File: src/rtl/rtc_access_scheduler.sv
// Schedules all V3023 RTC bus traffic: periodic six-register read sweeps published
// atomically to shadow outputs, with one-shot user writes interleaved between read slots.
module rtc_access_scheduler #(
  parameter int unsigned REFRESH_CYCLES = 1000000,
  parameter int unsigned TIMEOUT_CYCLES = 255,
  parameter logic [7:0]  BASE_ADDR      = 8'h21
) (
  input  logic       Clock_in,
  input  logic       Reset,
  input  logic       wr_req,
  input  logic [7:0] wr_addr,
  input  logic [7:0] wr_data,
  output logic       wr_ack,
  output logic       wr_done,
  output logic       ciclo,
  input  logic       Fin,
  output logic       bus_dir,
  output logic [7:0] bus_addr,
  output logic [7:0] bus_wdata,
  input  logic [7:0] bus_rdata,
  output logic [7:0] seg,
  output logic [7:0] min,
  output logic [7:0] hora,
  output logic [7:0] dia,
  output logic [7:0] mes,
  output logic [7:0] anio,
  output logic       time_valid,
  output logic       err
);

  localparam int unsigned REF_W   = (REFRESH_CYCLES > 1) ? $clog2(REFRESH_CYCLES) : 1;
  localparam int unsigned TO_W    = (TIMEOUT_CYCLES > 0) ? $clog2(TIMEOUT_CYCLES + 1) : 1;
  localparam int unsigned N_SLOTS = 6;

  typedef enum logic [1:0] {
    IDLE  = 2'd0,
    ISSUE = 2'd1,
    WAIT  = 2'd2
  } state_t;

  state_t          state;
  logic [REF_W-1:0] ref_cnt;
  logic [TO_W-1:0]  to_cnt;
  logic [2:0]       idx;
  logic [7:0]       shadow [N_SLOTS];
  logic             slot_wr;
  logic             sweep_pending;
  logic             sweep_busy;
  logic             sweep_again;
  logic             lat_full;
  logic [7:0]       lat_addr;
  logic [7:0]       lat_data;
  logic             ref_wrap;
  logic             wr_accept;

  assign ref_wrap  = (ref_cnt == REF_W'(REFRESH_CYCLES - 1));
  assign wr_accept = wr_req && !lat_full && (state == IDLE);

  // Free-running refresh period counter
  always_ff @(posedge Clock_in) begin
    if (Reset) begin
      ref_cnt <= '0;
    end else if (ref_wrap) begin
      ref_cnt <= '0;
    end else begin
      ref_cnt <= ref_cnt + REF_W'(1);
    end
  end

  // Slot sequencer, write latch, sweep bookkeeping and published outputs
  always_ff @(posedge Clock_in) begin
    if (Reset) begin
      state         <= IDLE;
      to_cnt        <= '0;
      idx           <= '0;
      slot_wr       <= 1'b0;
      sweep_pending <= 1'b0;
      sweep_busy    <= 1'b0;
      sweep_again   <= 1'b0;
      lat_full      <= 1'b0;
      lat_addr      <= '0;
      lat_data      <= '0;
      wr_ack        <= 1'b0;
      wr_done       <= 1'b0;
      ciclo         <= 1'b0;
      bus_dir       <= 1'b0;
      bus_addr      <= '0;
      bus_wdata     <= '0;
      seg           <= '0;
      min           <= '0;
      hora          <= '0;
      dia           <= '0;
      mes           <= '0;
      anio          <= '0;
      time_valid    <= 1'b0;
      err           <= 1'b0;
      for (int i = 0; i < N_SLOTS; i++) begin
        shadow[i] <= '0;
      end
    end else begin
      wr_ack     <= 1'b0;
      wr_done    <= 1'b0;
      ciclo      <= 1'b0;
      time_valid <= 1'b0;

      if (wr_accept) begin
        lat_full <= 1'b1;
        lat_addr <= wr_addr;
        lat_data <= wr_data;
        wr_ack   <= 1'b1;
      end

      // A wrap during a running sweep is remembered as exactly one follow-up sweep
      if (ref_wrap) begin
        if (sweep_busy) begin
          sweep_again <= 1'b1;
        end else begin
          sweep_pending <= 1'b1;
        end
      end

      case (state)
        IDLE: begin
          if (lat_full || wr_accept) begin
            state     <= ISSUE;
            ciclo     <= 1'b1;
            slot_wr   <= 1'b1;
            bus_dir   <= 1'b1;
            bus_addr  <= lat_full ? lat_addr : wr_addr;
            bus_wdata <= lat_full ? lat_data : wr_data;
          end else if (sweep_pending) begin
            state      <= ISSUE;
            ciclo      <= 1'b1;
            slot_wr    <= 1'b0;
            bus_dir    <= 1'b0;
            bus_addr   <= BASE_ADDR + 8'(idx);
            sweep_busy <= 1'b1;
          end
        end

        ISSUE: begin
          state  <= WAIT;
          to_cnt <= '0;
        end

        WAIT: begin
          if (Fin) begin
            state <= IDLE;
            if (slot_wr) begin
              wr_done  <= 1'b1;
              lat_full <= 1'b0;
            end else begin
              shadow[idx] <= bus_rdata;
              if (idx == 3'(N_SLOTS - 1)) begin
                seg           <= shadow[0];
                min           <= shadow[1];
                hora          <= shadow[2];
                dia           <= shadow[3];
                mes           <= shadow[4];
                anio          <= bus_rdata;
                time_valid    <= 1'b1;
                idx           <= '0;
                sweep_busy    <= 1'b0;
                sweep_again   <= 1'b0;
                sweep_pending <= sweep_again || ref_wrap;
              end else begin
                idx <= idx + 3'd1;
              end
            end
          end else if (to_cnt == TO_W'(TIMEOUT_CYCLES)) begin
            state <= IDLE;
            err   <= 1'b1;
            if (slot_wr) begin
              lat_full <= 1'b0;
            end else begin
              // Partial sweep is discarded; a wrap landing this very cycle still counts
              idx           <= '0;
              sweep_busy    <= 1'b0;
              sweep_again   <= 1'b0;
              sweep_pending <= ref_wrap;
            end
          end else begin
            to_cnt <= to_cnt + TO_W'(1);
          end
        end

        default: state <= IDLE;
      endcase
    end
  end

endmodule

File: config.mk
export PLATFORM = sky130hd
export DESIGN_NAME = rtc_access_scheduler
export DESIGN_NICKNAME = d
export VERILOG_FILES = /design/src/rtl/rtc_access_scheduler.sv
export SDC_FILE = /design/constraint.sdc
export NUM_CORES = 1
export LEC_CHECK = 0
export ABC_AREA = 1
export CORE_MARGIN = 8
export CORE_UTILIZATION = 45
export CTS_CLUSTER_DIAMETER = 200
export DETAILED_ROUTE_END_ITERATION = 10
export DONT_BUFFER_PORTS = 1
export MAX_ROUTING_LAYER = met4
export PLACE_DENSITY = 0.58
export SYNTH_ARGS = -nofsm -noshare
export SYNTH_HDL_FRONTEND = slang
export SYNTH_SLANG_ARGS = --single-unit
File: constraint.sdc
create_clock -name Clock_in -period 2 [get_ports Clock_in]
set_input_delay 0.2 -clock Clock_in [delete_from_list [all_inputs] [get_ports Clock_in]]
set_output_delay 0.2 -clock Clock_in [all_outputs]
set_load 0.02 [all_outputs]
==> impl_metrics.py <==
metrics = {
    "layout": {
        "layout_commonest_cell": "nor2_1",
        "finalNetCount": 864,
        "n_fill_cell": 1350,
        "fin_cells": 1029,
        "diodes": 0,
        "register_area_um2": 3660,
        "final_cell_mix": "nor2_1, nand2_1, dfxtp_1, o21ai_0, a21oi_1",
        "multi_input_area_um2": 2590,
        "largest_reg_flops": 40,
        "reg.largest.list": "shadow x40, ref_cnt x20",
        "drive_gt1_share_pct": 8.52,
        "largest_register": "shadow",
        "area_growth_syn_to_layout_pct": 15.3,
    },
    "logic_synthesis": {
        "synth_seq_cells": 163,
        "synth_edf_count": 40,
        "synthCells": 802,
        "avgSynthCellArea_um2": 8.18,
        "yosysWarningCount": 0,
        "synth_nets": 834,
        "synth.distinct_cells": 35,
        "yosysSeqAreaShare_pct": 55.8,
        "async_reset_ff_share_pct": 0,
        "netlist_area_um2": 6560,
        "synthFlopType": "dfxtp_1",
    },
    "die": {
        "fp.coreArea_um2": 14400,
        "die-area_um2": 18700,
        "pin_count": 98,
        "die_h_um": 137,
        "die_w_um": 137,
        "initial_core_util_pct": 45.7,
        "rows": 44,
    },
    "setup_path": {
        "worstPathArrival_ns": 2.21,
        "critPathTopFamily": "buffers and inverters",
        "start_kind": "primary input",
        "critical_path.max_stage_delay_ns": 1.30,
        "cp.depth": 3,
        "path_cells": "dlygate4sd3_1 > a21oi_1 > dlygate4sd3_1",
        "cp.required_ns": 2.31,
        "cpMostUsedCell": "dlygate4sd3_1",
        "crit_type": "primary input to flip-flop",
        "r2r_cells": 9,
        "crit_slowest_cell": "dlygate4sd3_1",
        "end_kind": "flip-flop",
        "cp_max_fo": 27,
        "regToRegSetupSlack_ns": 0.15,
        "critPathBufInv": 2,
    },
    "grt": {
        "grt_pass1_wl_mm": 24.5,
        "antenna_found_initial": 0,
        "grt_max_degree": 50,
        "track_usage_pct": 17.2,
        "gr-total-overflow": 0,
        "grt_pass1_vias": 4886,
    },
    "clock_tree": {
        "clk_path_buf_depth": 2,
        "cts_tree": "yes",
        "cts_setup_buffers": 0,
        "root_buffer": "clkbuf_16",
        "clk_pin_slew_worst_paths_ns": 0.06,
        "numClockSinks": 163,
        "clk-insertion-delay-late_ns": 0.42,
        "cts_made_buffers": 17,
        "htreeDepth": 4,
    },
    "sta": {
        "finalWorstPathRequiredPeriod_ns": 1.90,
        "fin_ws_ns": 0.0990,
        "relSlewSlack_pct": 22.6,
        "fin_skew_ns": 0.00571,
        "fin_setup_tns_ns": 0,
        "fmax_ghz": 0.526,
        "tightest_slew_ns": 1.16,
        "hold_viol": 0,
        "slew_viol_final": 0,
        "rsz0062_at_grt": "no",
        "fin_crit_sh_pct": 95.1,
        "setup_viol": 0,
    },
    "route": {
        "viasPerCell": 4.99,
        "drc_errors": 0,
        "wire_per_inst_um": 14.8,
        "final_antenna_net_count": 0,
        "drt_iter0_markers": 271,
        "dr_total_vias": 5131,
        "routed_wl_mm": 15.2,
        "firstDrtPassIters": 4,
    },
    "power": {
        "power.switching_mw": 1.77,
        "p_comb_share_pct": 7.9,
        "leakage_nw": 2.83,
        "seqPwrFrac_pct": 51.1,
        "ir_worst_vdd_mv": 0.569,
        "netSwitchingFraction_pct": 24.9,
        "internal_power_mw": 5.34,
        "pwr-share-clk_pct": 41.1,
        "p_per_area_nw_per_um2": 940,
    },
    "flow_run": {
        "cap_viol_max_count": 0,
    },
    "placement": {
        "port_buffers": 0,
        "place.gp.congestion": 0.790,
        "place_inst": 971,
        "dp_hpwl_mm": 10.5,
        "dpl_worst_slack_ns": 0.113,
    },
    "hold_path": {
        "hold_class": "primary input to flip-flop",
        "hold_depth": 3,
    },
    "outcome": {
        "status": "completed",
    },
}
-- power groups by stage --
stage	Clock, mW	Combinational, mW	Sequential [mW]
6_report	2.92	0.559	3.63
3_3_place_gp	0	0.493	3.70
4_1_cts	2.99	0.559	3.63
2_1_floorplan	0	0.383	3.69
3_5_place_dp	0	0.502	3.70
5_1_grt	3.13	0.628	3.65
-- metal layers --
layer	vias up	wire length, um	global-route usage [%]
li1	2646	-	-
met1	2361	6580	19.3
met2	106	7370	28.4
met3	18	980	5.14
met4	0	263	6.52
met5	-	0	-
-- worst paths after layout --
| check | from | to |
|---|---|---|
| worst max-delay path | Reset | lat_addr[2]$_SDFFE_PP0P_ |
| worst min-delay path | wr_req | slot_wr$_SDFFE_PP0P_ |
| worst max register to register | state[0]$_SDFFE_PP0P_ | shadow[3][5]$_SDFFCE_PN0P_ |
| worst min register to register | ref_cnt[0]$_SDFF_PP0_ | ref_cnt[0]$_SDFF_PP0_ |
-- cell families (layout without fill, tap and decap cells) --
kind of cell,after synthesis,in the layout,share of synthesized area (%)
AND/OR/NAND/NOR,431,431,28.0
XOR/XNOR,9,9,1.20
adder cells (fa/ha/maj),4,4,0.763
flip-flops,163,163,55.8
buffers and inverters,75,118,4.78
AO/OA/AOI/OAI,120,120,9.44
-- worst register-to-register path: stages, from the launching register on --
cell and delay (ns):
dfxtp_1 0.32, inv_2 0.09, nand2_4 0.09, nor2_8 0.12, nand2_4 0.09, nor2_8 0.17, nand2_4 0.09, nor2_4 0.15
nand2_4 0.11, nand2_1 0.29
-- through the flow --
step / total power [mW] / area [um^2] / utilization [%] / hold WS, ns
after global placement: 4.19 / 6760 / 47.1 / 0.280
after CTS: 7.18 / 7560 / 52.6 / 0.0362
after detailed placement: 4.21 / 6760 / 47.1 / 0.284
after floorplan: 4.07 / 6560 / - / 0.303
final: 7.11 / 7570 / 52.7 / 0.0563
after global routing: 7.40 / 7570 / 52.7 / 0.0639
-- cell type report --
| class | count | share of cell area [%] |
|---|---|---|
| sequential | 163 | 48.4 |
| multi-input combinational | 564 | 34.2 |
| clock buffer | 19 | 6.00 |
| timing repair buffer | 41 | 4.93 |
| tap | 184 | 3.04 |
| inverter | 45 | 2.27 |
| clock inverter | 13 | 1.11 |
-- synth_stat cells (7+ instances only) --
cell type  count  area share, %
edfxtp_1      40             18
a21oi_1       48            3.7
nand3_1       24            1.8
clkbuf_1      11           0.63
nand2_1      148            8.5
inv_1         39            2.2
o21ai_0       65            5.0
nand2_4        7            1.2
dfxtp_1      123             38
nor3_1         9           0.69
nor2_1       220             13
buf_2         13           0.99
-- repair_timing --
| item | 4_1_cts | 5_1_grt |
|---|---|---|
| endpoints found under the hold margin | 47 | 0 |
| hold buffers | 26 | 0 |
| resized for setup | 0 | 3 |
| endpoints found under the setup margin | 0 | 13 |
No activity file was read; power rests on OpenSTA's default activity.
